[src/rtl/fwd_hazard_unit.sv]
// fwd_hazard_unit
//   Forwarding-select and load-use hazard unit for the mips789 pipeline.
//   Each source operand is compared against NSTAGES downstream write ports
//   (stage 1 = nearest producer). The ID-stage selects feed the branch
//   comparator and are purely combinational. The EX-stage selects come from
//   source numbers registered out of ID. A load-use stall is raised when the
//   nearest producer of a used source has no result yet. On a stall, flush
//   or empty ID slot a bubble is inserted into EX. A saturating counter
//   tracks the number of stall cycles.
//
// Ports
//   clk, rst     : clock, synchronous active-high reset
//   id_rn        : ID source register numbers, source i at [i*REG_AW +: REG_AW]
//   id_use       : source i is read by the ID instruction
//   id_valid     : ID holds a real instruction
//   flush        : kill the ID instruction
//   st_we        : write enable of each forwardable stage (bit k-1 = stage k)
//   st_rn        : destination register of each stage
//   st_rdy       : result of each stage is available this cycle
//   id_fw_sel    : ID compare forward select per source (0 = register file)
//   ex_fw_sel    : EX operand forward select per source (0 = register file)
//   stall        : hold PC and IF/ID this cycle
//   ex_valid     : EX holds a real instruction
//   stall_cnt    : saturating stall-cycle count
module fwd_hazard_unit #(
    parameter int REG_AW    = 5,
    parameter int NUM_SRC   = 2,
    parameter int NSTAGES   = 2,
    parameter int SELW      = 2,
    parameter int ZERO_HARD = 1,
    parameter int CNT_W     = 16
) (
    input  logic                        clk,
    input  logic                        rst,
    input  logic [NUM_SRC*REG_AW-1:0]   id_rn,
    input  logic [NUM_SRC-1:0]          id_use,
    input  logic                        id_valid,
    input  logic                        flush,
    input  logic [NSTAGES-1:0]          st_we,
    input  logic [NSTAGES*REG_AW-1:0]   st_rn,
    input  logic [NSTAGES-1:0]          st_rdy,
    output logic [NUM_SRC*SELW-1:0]     id_fw_sel,
    output logic [NUM_SRC*SELW-1:0]     ex_fw_sel,
    output logic                        stall,
    output logic                        ex_valid,
    output logic [CNT_W-1:0]            stall_cnt
);

    // Nearest matching producer for a register number; 0 when none.
    // Scanning from the far stage down lets the nearest match overwrite.
    function automatic logic [SELW-1:0] nearest(input logic [REG_AW-1:0] rn);
        logic [SELW-1:0] sel;
        sel = '0;
        for (int k = NSTAGES - 1; k >= 0; k--) begin
            if (st_we[k] && st_rn[k*REG_AW +: REG_AW] == rn &&
                !(ZERO_HARD != 0 && rn == '0))
                sel = SELW'(k + 1);
        end
        return sel;
    endfunction

    // True when the selected source (0 = register file) has data now.
    function automatic logic sel_ready(input logic [SELW-1:0] sel);
        logic rdy;
        rdy = 1'b1;
        for (int k = 0; k < NSTAGES; k++) begin
            if (sel == SELW'(k + 1))
                rdy = st_rdy[k];
        end
        return rdy;
    endfunction

    function automatic logic [CNT_W-1:0] sat_inc(input logic [CNT_W-1:0] c);
        if (c == '1)
            return c;
        return c + 1'b1;
    endfunction

    logic [NUM_SRC*REG_AW-1:0] ex_rn_p1;
    logic [NUM_SRC-1:0]        ex_use_p1;
    logic                      vld_p1;
    logic                      hazard;

    // ---- stage p0: ID compare selects and load-use detection ----
    always_comb begin
        id_fw_sel = '0;
        hazard    = 1'b0;
        for (int i = 0; i < NUM_SRC; i++) begin
            if (id_valid && id_use[i]) begin
                id_fw_sel[i*SELW +: SELW] = nearest(id_rn[i*REG_AW +: REG_AW]);
                if (!sel_ready(nearest(id_rn[i*REG_AW +: REG_AW])))
                    hazard = 1'b1;
            end
        end
    end

    // Flush wins over stall: a killed instruction never waits on a load.
    assign stall = id_valid && !flush && hazard;

    // ---- stage p1: EX source registers and bubble insertion ----
    always_ff @(posedge clk) begin
        if (rst || flush || stall || !id_valid) begin
            ex_rn_p1  <= '0;
            ex_use_p1 <= '0;
            vld_p1    <= 1'b0;
        end else begin
            ex_rn_p1  <= id_rn;
            ex_use_p1 <= id_use;
            vld_p1    <= 1'b1;
        end
    end

    always_ff @(posedge clk) begin
        if (rst)
            stall_cnt <= '0;
        else if (stall)
            stall_cnt <= sat_inc(stall_cnt);
    end

    assign ex_valid = vld_p1;

    always_comb begin
        ex_fw_sel = '0;
        for (int i = 0; i < NUM_SRC; i++) begin
            if (vld_p1 && ex_use_p1[i])
                ex_fw_sel[i*SELW +: SELW] = nearest(ex_rn_p1[i*REG_AW +: REG_AW]);
        end
    end

endmodule

[config.mk]
export PLATFORM = sky130hd
export DESIGN_NAME = fwd_hazard_unit
export DESIGN_NICKNAME = d
export VERILOG_FILES = /design/src/rtl/fwd_hazard_unit.sv
export SDC_FILE = /design/constraint.sdc
export NUM_CORES = 1
export LEC_CHECK = 0
export ABC_AREA = 1
export BUFFER_PORTS_ARGS = -buffer_cell sky130_fd_sc_hd__buf_2
export CORE_MARGIN = 3
export CORE_UTILIZATION = 60
export CTS_BUF_LIST = sky130_fd_sc_hd__clkbuf_4
export DETAILED_ROUTE_END_ITERATION = 8
export PLACE_DENSITY = 0.95
export RECOVER_POWER = 100
export REMOVE_ABC_BUFFERS = 1
export SYNTH_ARGS = -nofsm -noshare
export SYNTH_HDL_FRONTEND = slang
export SYNTH_SLANG_ARGS = --single-unit
[constraint.sdc]
create_clock -name clk -period 4.25 [get_ports clk]
set_input_delay 1.0625 -clock clk [delete_from_list [all_inputs] [get_ports clk]]
set_output_delay 1.0625 -clock clk [all_outputs]
set_load 0.05 [all_outputs]
==> results.json <==
{
  "cts_resized": 0,
  "core_mm2": 0.00377,
  "area_growth_pct": 11.5,
  "setup_tns_ns": 0,
  "dieArea_mm2": 0.00481,
  "critPathCaptureType": "primary output",
  "finalCriticalPeriod_ns": 3.83,
  "drv_slew": 0,
  "nFillCells": 358,
  "netSwitchingFraction": 0.292,
  "cts.sink_count": 29,
  "grt_pass1_wl_um": 10800,
  "routedWlPerCell_um": 12.7,
  "drive_above_1_share": 0.148,
  "synth_edf_count": 0,
  "vdd_drop_max_mv": 0.211,
  "pwr-share-seq": 0.454,
  "antenna_found_initial": 0,
  "power.internal_mw": 0.435,
  "multi_input_area_mm2": 0.00146,
  "register_area_um2": 581,
  "cp.arrival_ns": 2.77,
  "dp_hpwl_um": 5230,
  "cts_max_path_buffers": 2,
  "synthCells": 400,
  "io_buffers": 55,
  "post_cts_buffers": 0,
  "netlist.area_leader.share": 0.241,
  "required_ns": 3.19,
  "overflow": 0,
  "synth_area_leaders": "dfxtp_1, nand2_1, inv_1",
  "synth_area_mm2": 0.00241,
  "htree_levels": 2,
  "clk_latency_ns": 0.33,
  "holdWs_ns": 0.508,
  "synth_flop_cell": "dfxtp_1",
  "synth.distinct_cells": 34,
  "cp_max_fo": 4,
  "max_freq_mhz": 261,
  "post_drt_via_cell_ratio": 5.33,
  "p_switching_mw": 0.179,
  "setup_viol": 0,
  "hold_viol_final": 0,
  "outcome": "finished clean",
  "cts_buffers": 5,
  "dr.pass1.iters": 5,
  "p_comb_frac": 0.185,
  "grt_pass1_vias": 2444,
  "root_buffer": "clkbuf_4",
  "synth_top_area_cell": "dfxtp_1",
  "vias": 2697,
  "place.gp.congestion": 0.999,
  "fin_crit_sh": 0.901,
  "clk_pin_slew_ns": 0.09,
  "initial_utilization": 0.638,
  "globalRouteTotalUtil": 0.270,
  "ys_seq_area_frac": 0.241,
  "critPathKind": "in -> out",
  "fin_nets": 488,
  "boundaryPins": 56,
  "post-route-drc-count": 0,
  "cap_violations": 0,
  "ys_warn_count": 0,
  "p_per_area_mw_per_mm2": 229,
  "total_leakage_power_nw": 1.30,
  "antenna_cells": 0,
  "cts_tree": "yes",
  "drt-total-wl_um": 6440,
  "rows": 22,
  "die_w_um": 69.3,
  "drtAntennaViolNets": 0,
  "die_y_um": 69.3,
  "first_iter_violations": 190,
  "grt_max_degree": 16,
  "holdBufCountCts": 0,
  "synth-async-reset-ratio": 0,
  "synth_commonest_cells": "nand2_1, inv_1, nor2_1",
  "clockPowerShare": 0.361,
  "synthMostInstantiatedCell": "nand2_1",
  "avgSynthCellArea_um2": 6.02,
  "cp-start-kind": "input pin",
  "worstMarginPinSlew_ns": 0.740,
  "ys_ff_latch": 29,
  "clock_skew_ns": 0.0118,
  "min-delay-path-class": "reg -> reg",
  "rsz0062_at_grt": "false",
  "slew_headroom": 0.501
}
[power by group through the flow]
stage	logic, mW	clock network, mW	registers (mW)
after floorplan	0.0685	0	0.286
after global placement	0.113	0	0.285
after detailed placement	0.115	0	0.285
after CTS	0.115	0.224	0.279
after global routing	0.127	0.237	0.280
final	0.114	0.222	0.279
[critical path: stages]
cell and delay, ns:
buf_2 0.13, xor2_1 0.15, or3b_2 0.46, nor4_1 0.27, and3_1 0.22, clkbuf_1 0.47
[final timing paths]
check	start	to	slack, ns	depth (start not counted)
worst max-delay path	st_rn[0]	ex_fw_sel[0]	0.42	6
worst max register to register	stall_cnt[8]	stall_cnt[5]	2.30	10
worst min-delay path	stall_cnt[1]	stall_cnt[1]	0.51	2
worst min register to register	stall_cnt[1]	stall_cnt[1]	0.51	2
[metal layers]
| layer | wire length [um] | share of wire | GRT usage | vias up |
|---|---|---|---|---|
| met1 | 2810 | 0.44 | 0.334 | 1182 |
| met5 | 0 | 0 | 0 | - |
| met2 | 3010 | 0.47 | 0.470 | 120 |
| met4 | 174 | 0.027 | 0.0911 | 0 |
| met3 | 440 | 0.068 | 0.0478 | 20 |
| li1 | - | - | - | 1375 |
[area by class of cell]
class / instances / share of cell area
multi-input cells: 298 / 0.545
flip-flops and latches: 29 / 0.216
inverters: 67 / 0.0938
repair buffers: 56 / 0.0928
well taps: 48 / 0.0224
clock inverters: 3 / 0.0154
clock buffers: 5 / 0.0140
[cell families (layout without fill, tap and decap cells)]
group / Yosys count / in the layout / synth area share
compound gates: 24 / 24 / 0.0588
xor+xnor: 20 / 20 / 0.0728
fa+ha+maj: 1 / 1 / 0.00520
buf+inv: 73 / 131 / 0.127
flops: 29 / 29 / 0.241
simple gates: 253 / 253 / 0.495
[stage by stage]
step                setup slack, ns  utilization  instance area (um2)  total power [mW]  std cells
finish                        0.422        0.711                 2680             0.615        506
global route                  0.275        0.711                 2680             0.644        506
CTS                           0.645        0.736                 2770             0.618        506
detailed placement            0.648        0.715                 2700             0.400        498
global placement              0.710        0.715                 2700             0.398        498
floorplan                     0.357            -                 2350             0.354        394
[registers in the layout, summed over array words and instances, names as in the netlist]
name,flops
ex_valid,1
ex_use_p1,2
ex_rn_p1,10
stall_cnt,16
[layout by cell type, fill, tap and decap left out, types with 9 or more instances in the layout]
cell type    n
nand4_1     23
clkbuf_1    27
nand2_1    119
inv_2       11
inv_1       56
buf_2       28
nor2_2      12
nor2_1      56
a21oi_1     10
xor2_1       9
nand3_1     19
dfxtp_1     29
xnor2_1     11
Note: power is estimated with default switching activity, not from simulation.
